**src/rtl/dpram_pkg.sv**
```systemverilog
// Shared constants for the single-clock dual-port RAM.
// Build option: DPRAM_OUTREG_EN adds an output pipeline stage (read latency 2).
package dpram_pkg;

`ifdef DPRAM_OUTREG_EN
  localparam int READ_LATENCY = 2;
`else
  localparam int READ_LATENCY = 1;
`endif

  // What a port sees when accesses collide on one address in the same cycle
  typedef enum logic [1:0] {
    OLD_DATA,
    WRITE_THROUGH,
    B_WINS
  } collision_policy_e;

  localparam collision_policy_e SAME_PORT_POLICY  = WRITE_THROUGH;
  localparam collision_policy_e CROSS_PORT_POLICY = OLD_DATA;
  localparam collision_policy_e DUAL_WRITE_POLICY = B_WINS;

endpackage

```
**src/rtl/dpram_port.sv**
```systemverilog
// One RAM port: gated write strobe, registered read with write-through.
// Build option: DPRAM_OUTREG_EN adds a second output register stage.
module dpram_port
  import dpram_pkg::*;
#(
  parameter int DATA_WIDTH = 8
) (
  input  logic                  clk,
  input  logic                  reset,
  input  logic                  wren,
  input  logic [DATA_WIDTH-1:0] data,
  input  logic [DATA_WIDTH-1:0] rd_data,
  output logic                  mem_we,
  output logic [DATA_WIDTH-1:0] q
);

  logic [DATA_WIDTH-1:0] q_stage1;

  // Writes are dropped while reset is high; the array itself is never cleared
  assign mem_we = wren & ~reset;

  // A writing port returns its own data rather than the pre-write contents
  always_ff @(posedge clk) begin
    if (reset) begin
      q_stage1 <= '0;
    end else if (wren) begin
      q_stage1 <= data;
    end else begin
      q_stage1 <= rd_data;
    end
  end

`ifdef DPRAM_OUTREG_EN
  logic [DATA_WIDTH-1:0] q_stage2;

  always_ff @(posedge clk) begin
    if (reset) begin
      q_stage2 <= '0;
    end else begin
      q_stage2 <= q_stage1;
    end
  end

  assign q = q_stage2;
`else
  assign q = q_stage1;
`endif

endmodule

```
**src/rtl/dpram_1clk.sv**
```systemverilog
// Single-clock true dual-port RAM; array shared by two dpram_port instances.
// Build option: DPRAM_OUTREG_EN raises read latency from 1 to 2 cycles.
module dpram_1clk
  import dpram_pkg::*;
#(
  parameter int ADDR_WIDTH = 8,
  parameter int DATA_WIDTH = 8
) (
  input  logic                  clk,
  input  logic                  reset,
  input  logic [ADDR_WIDTH-1:0] address_a,
  input  logic                  wren_a,
  input  logic [DATA_WIDTH-1:0] data_a,
  output logic [DATA_WIDTH-1:0] q_a,
  input  logic [ADDR_WIDTH-1:0] address_b,
  input  logic                  wren_b,
  input  logic [DATA_WIDTH-1:0] data_b,
  output logic [DATA_WIDTH-1:0] q_b
);

  localparam int DEPTH = 1 << ADDR_WIDTH;

  logic [DATA_WIDTH-1:0] mem [DEPTH] = '{default: '0};

  logic [DATA_WIDTH-1:0] rd_data_a;
  logic [DATA_WIDTH-1:0] rd_data_b;
  logic                  mem_we_a;
  logic                  mem_we_b;

  // Reads sample the pre-edge contents, so a cross-port reader gets old data
  assign rd_data_a = mem[address_a];
  assign rd_data_b = mem[address_b];

  // Port B is written last so it wins when both ports hit the same word
  always_ff @(posedge clk) begin
    if (mem_we_a) begin
      mem[address_a] <= data_a;
    end
    if (mem_we_b) begin
      mem[address_b] <= data_b;
    end
  end

  dpram_port #(
    .DATA_WIDTH(DATA_WIDTH)
  ) u_port_a (
    .clk    (clk),
    .reset  (reset),
    .wren   (wren_a),
    .data   (data_a),
    .rd_data(rd_data_a),
    .mem_we (mem_we_a),
    .q      (q_a)
  );

  dpram_port #(
    .DATA_WIDTH(DATA_WIDTH)
  ) u_port_b (
    .clk    (clk),
    .reset  (reset),
    .wren   (wren_b),
    .data   (data_b),
    .rd_data(rd_data_b),
    .mem_we (mem_we_b),
    .q      (q_b)
  );

endmodule

```
**config.mk**
```make
export PLATFORM = sky130hd
export DESIGN_NAME = dpram_1clk
export DESIGN_NICKNAME = d
export VERILOG_FILES = /design/src/rtl/dpram_pkg.sv /design/src/rtl/dpram_port.sv /design/src/rtl/dpram_1clk.sv
export SDC_FILE = /design/constraint.sdc
export NUM_CORES = 2
export LEC_CHECK = 0
export ABC_CLOCK_PERIOD_IN_PS = 3800
export CORE_MARGIN = 2
export CORE_UTILIZATION = 33
export CTS_BUF_LIST = sky130_fd_sc_hd__clkbuf_4 sky130_fd_sc_hd__clkbuf_8 sky130_fd_sc_hd__clkbuf_16
export CTS_CLUSTER_SIZE = 25
export DETAILED_ROUTE_END_ITERATION = 16
export PLACE_DENSITY = 0.46
export SYNTH_ARGS = -nofsm -noshare
export SYNTH_HDL_FRONTEND = slang
export SYNTH_HIERARCHICAL = 1
export SYNTH_SLANG_ARGS = --single-unit
```
**constraint.sdc**
```tcl
create_clock -name clk -period 3.8 [get_ports clk]
set_input_delay 1.14 -clock clk [delete_from_list [all_inputs] [get_ports clk]]
set_output_delay 1.14 -clock clk [all_outputs]
set_load 0.02 [all_outputs]
```
==> impl_metrics.py <==
metrics = {
    "logic_synthesis": {
        "synth_area_um2": 122000,
        "synthFlopType": "edfxtp_1",
        "synth_edf_count": 2048,
        "synth_seq_cells": 2064,
        "synthArstFlopShare": 0,
        "synth.distinct_cells": 37,
        "synthMuxAreaShare": 0.380,
        "synth_top_area_frac": 0.505,
        "syn_nets": 7659,
        "syn_inst": 7623,
        "yosysTopAreaCell": "edfxtp_1",
        "synth-compound-area-share": 0.0592,
        "yosys-top-cells-area": "edfxtp_1, mux4_2, mux2_2",
        "synth_top_family_by_area": "multiplexers",
        "synth-seq-area-share": 0.508,
        "yosys_warnings": 6,
        "synthAdderAreaFrac": 0,
        "synth-simple-area-share": 0.0191,
        "postSynthAreaPerCell_um2": 16.0,
        "synth_xor_area_frac": 0,
    },
    "run_status": {
        "status": "complete, no violations",
    },
    "worst_setup_path": {
        "cp_slowest_cell": "o41ai_4",
        "worst_setup_path_end_kind": "register",
        "cpPeakStageDelay_ps": 670,
        "worstPathRequired_ps": 4600,
        "path_max_fanout": 13,
        "cp_top_family": "buffers and inverters",
        "r2r_slack_ps": 730,
        "worstSetupPathType": "input port to register",
        "arrival_ps": 4580,
        "critPathBufInv": 5,
        "critPathLaunchType": "input port",
        "cpMostUsedCell": "buf_4",
        "path_cells": "clkdlybuf4s50_1 -> buf_4 -> nor2b_4 -> buf_4 -> buf_4 -> a22oi_1 -> a21oi_1 -> o41ai_4 -> buf_4 -> nand4_1 -> mux2i_1 -> nor2_1",
    },
    "grt": {
        "grtUsageTotal": 0.270,
        "grt_overflow": 0,
        "grt_pass1_wl_um": 705000,
        "grt_pass1_vias": 84400,
        "antenna_found_initial": 29,
        "grt_max_degree": 98,
    },
    "detailed_routing": {
        "drt_iter0_drc": 9238,
        "drc": 0,
        "ant_nets": 0,
        "via_per_inst": 6.09,
        "routed_wirelength_um": 513000,
        "drt_first_pass_iters": 6,
        "vias": 82600,
        "wl_per_cell_um": 37.8,
    },
    "power": {
        "pwr-share-comb": 0.122,
        "ir_drop_mv": 0.293,
        "internal_power_mw": 43.2,
        "p_leak_nw": 49.0,
        "power.density_nw_per_um2": 386,
        "p_switching_mw": 14.5,
        "switching_share": 0.252,
        "power_frac_seq": 0.436,
        "clockPowerShare": 0.443,
        "fin_total_pwr_mw": 57.7,
    },
    "floorplanning": {
        "die_height_um": 611,
        "fp.coreArea_um2": 366000,
        "fp-row-count": 222,
        "fp.dieW_um": 611,
        "io_pins": 52,
        "dieArea_um2": 374000,
        "start_util": 0.332,
    },
    "sta": {
        "relSlewSlack": 0.146,
        "hold_viol": 0,
        "worst_slew_pin_slew_ps": 1280,
        "hold_ws_ps": 881,
        "fin_skew_ps": 55.3,
        "rsz0062_at_grt": "false",
        "slew_violations": 0,
        "fmax_ghz": 0.264,
        "fin_crit_ps": 3780,
        "setup_viol": 0,
        "fin_crit_sh": 0.996,
    },
    "final_layout": {
        "nFillCells": 33200,
        "layout_common_cells": "edfxtp_1, mux2_2, buf_4",
        "post-route-util": 0.408,
        "seqCellArea_um2": 61800,
        "multiInputGateArea_um2": 56200,
        "nets": 8583,
        "final_common_cell": "edfxtp_1",
        "stdcell_count": 13600,
        "area_growth_pct": 22.9,
        "drive_gt1_frac": 0.606,
    },
    "cts": {
        "hold_buffers": 0,
        "insertion_delay_ps": 920,
        "ctsHtreeMaxLevel": 5,
        "clockBufferDepth": 4,
        "cts_sinks": 2064,
        "cts_made_buffers": 262,
        "clk_pin_slew_ps": 60,
        "cts_root_buf": "clkbuf_16",
        "cts_tree": "yes",
    },
    "worst_hold_path": {
        "min_path_type": "input port to register",
    },
    "place": {
        "portBuffers": 51,
        "place_congestion": 0.990,
        "dp.cells": 13100,
        "hpwl_um": 359000,
    },
    "run": {
        "maxCapViolCount": 0,
    },
}
==> worst reg2reg max path: cells and delay by family, from the launching register on <==
kind	cells	cell delay, ps
compound gates	3	1390
simple gates	2	140
flops	1	380
buf+inv	2	420
mux	2	670
==> power by group through the flow <==
| stage | sequential [mW] | clock (mW) | combinational [mW] |
|---|---|---|---|
| floorplan | 25.6 | 0 | 3.67 |
| global placement | 25.6 | 0 | 6.88 |
| detailed placement | 25.6 | 0 | 6.93 |
| CTS | 25.2 | 26.0 | 6.95 |
| global route | 25.2 | 26.7 | 7.25 |
| finish | 25.2 | 25.6 | 7.02 |
==> cell usage after synthesis, drive strengths merged, types with 4 or more instances <==
| master | n |
|---|---|
| a21oi | 256 |
| a22oi | 512 |
| and2 | 7 |
| buf | 230 |
| clkbuf | 722 |
| dfxtp | 16 |
| edfxtp | 2048 |
| mux2 | 2048 |
| mux2i | 16 |
| mux4 | 1024 |
| nand2 | 153 |
| nand2b | 8 |
| nand3 | 13 |
| nand4 | 16 |
| nor2 | 198 |
| nor2b | 18 |
| nor3 | 5 |
| nor3b | 4 |
| o21ai | 96 |
| o22ai | 160 |
| o41ai | 64 |
| or2 | 4 |
==> repair_timing <==
action / in CTS / in global routing
buffers inserted: 0 / 0
setup endpoints to repair: 5 / 1
gates cloned: 0 / 0
gates resized for setup: 6 / 1
==> final timing paths <==
kind                      from             to  depth (start not counted)
hold / removal       data_b[2]  u_port_b/q[2]                          3
hold reg to reg     mem[23][4]  u_port_a/q[4]                          8
setup / recovery  address_b[2]  u_port_b/q[0]                         12
setup reg to reg   mem[239][1]  u_port_b/q[1]                          9
==> stage by stage <==
stage	setup WS (ps)	area (µm²)	TNS, ps
2_1_floorplan	265	122000	0
3_3_place_gp	-1700	141000	-285880
3_5_place_dp	-1340	141000	-282820
4_1_cts	72.0	150000	0
5_1_grt	43.6	150000	0
6_report	16.8	150000	0
==> state kept, by name, summed over array words and instances, names as in the netlist <==
signal	flops
mem	2048
u_port_a/q	8
u_port_b/q	8
==> kinds of logic (layout without fill, tap and decap cells) <==
logic type,Yosys count,after routing
buf+inv,952,2078
compound gates,1088,1088
simple gates,431,431
mux,3088,3088
flops,2064,2064
other cells,0,13
==> area by class of cell <==
cell class | count | area share
sequential | 2064 | 0.413
clock buffer | 335 | 0.0492
antenna | 13 | 0.000218
timing repair buffer | 1612 | 0.113
clock inverter | 131 | 0.00809
multi-input combinational | 4607 | 0.376
tap | 4816 | 0.0403
==> per-layer routing <==
layer / GRT usage / part of all wire / vias up / wire [µm]
met5: 0 / 0.00017 / - / 87
met4: 0.135 / 0.058 / 12 / 29500
met3: 0.0358 / 0.064 / 960 / 32800
met2: 0.446 / 0.48 / 3855 / 246000
met1: 0.348 / 0.40 / 44200 / 204000
li1: - / - / 33600 / -
No activity file was read; power rests on OpenSTA's default activity.
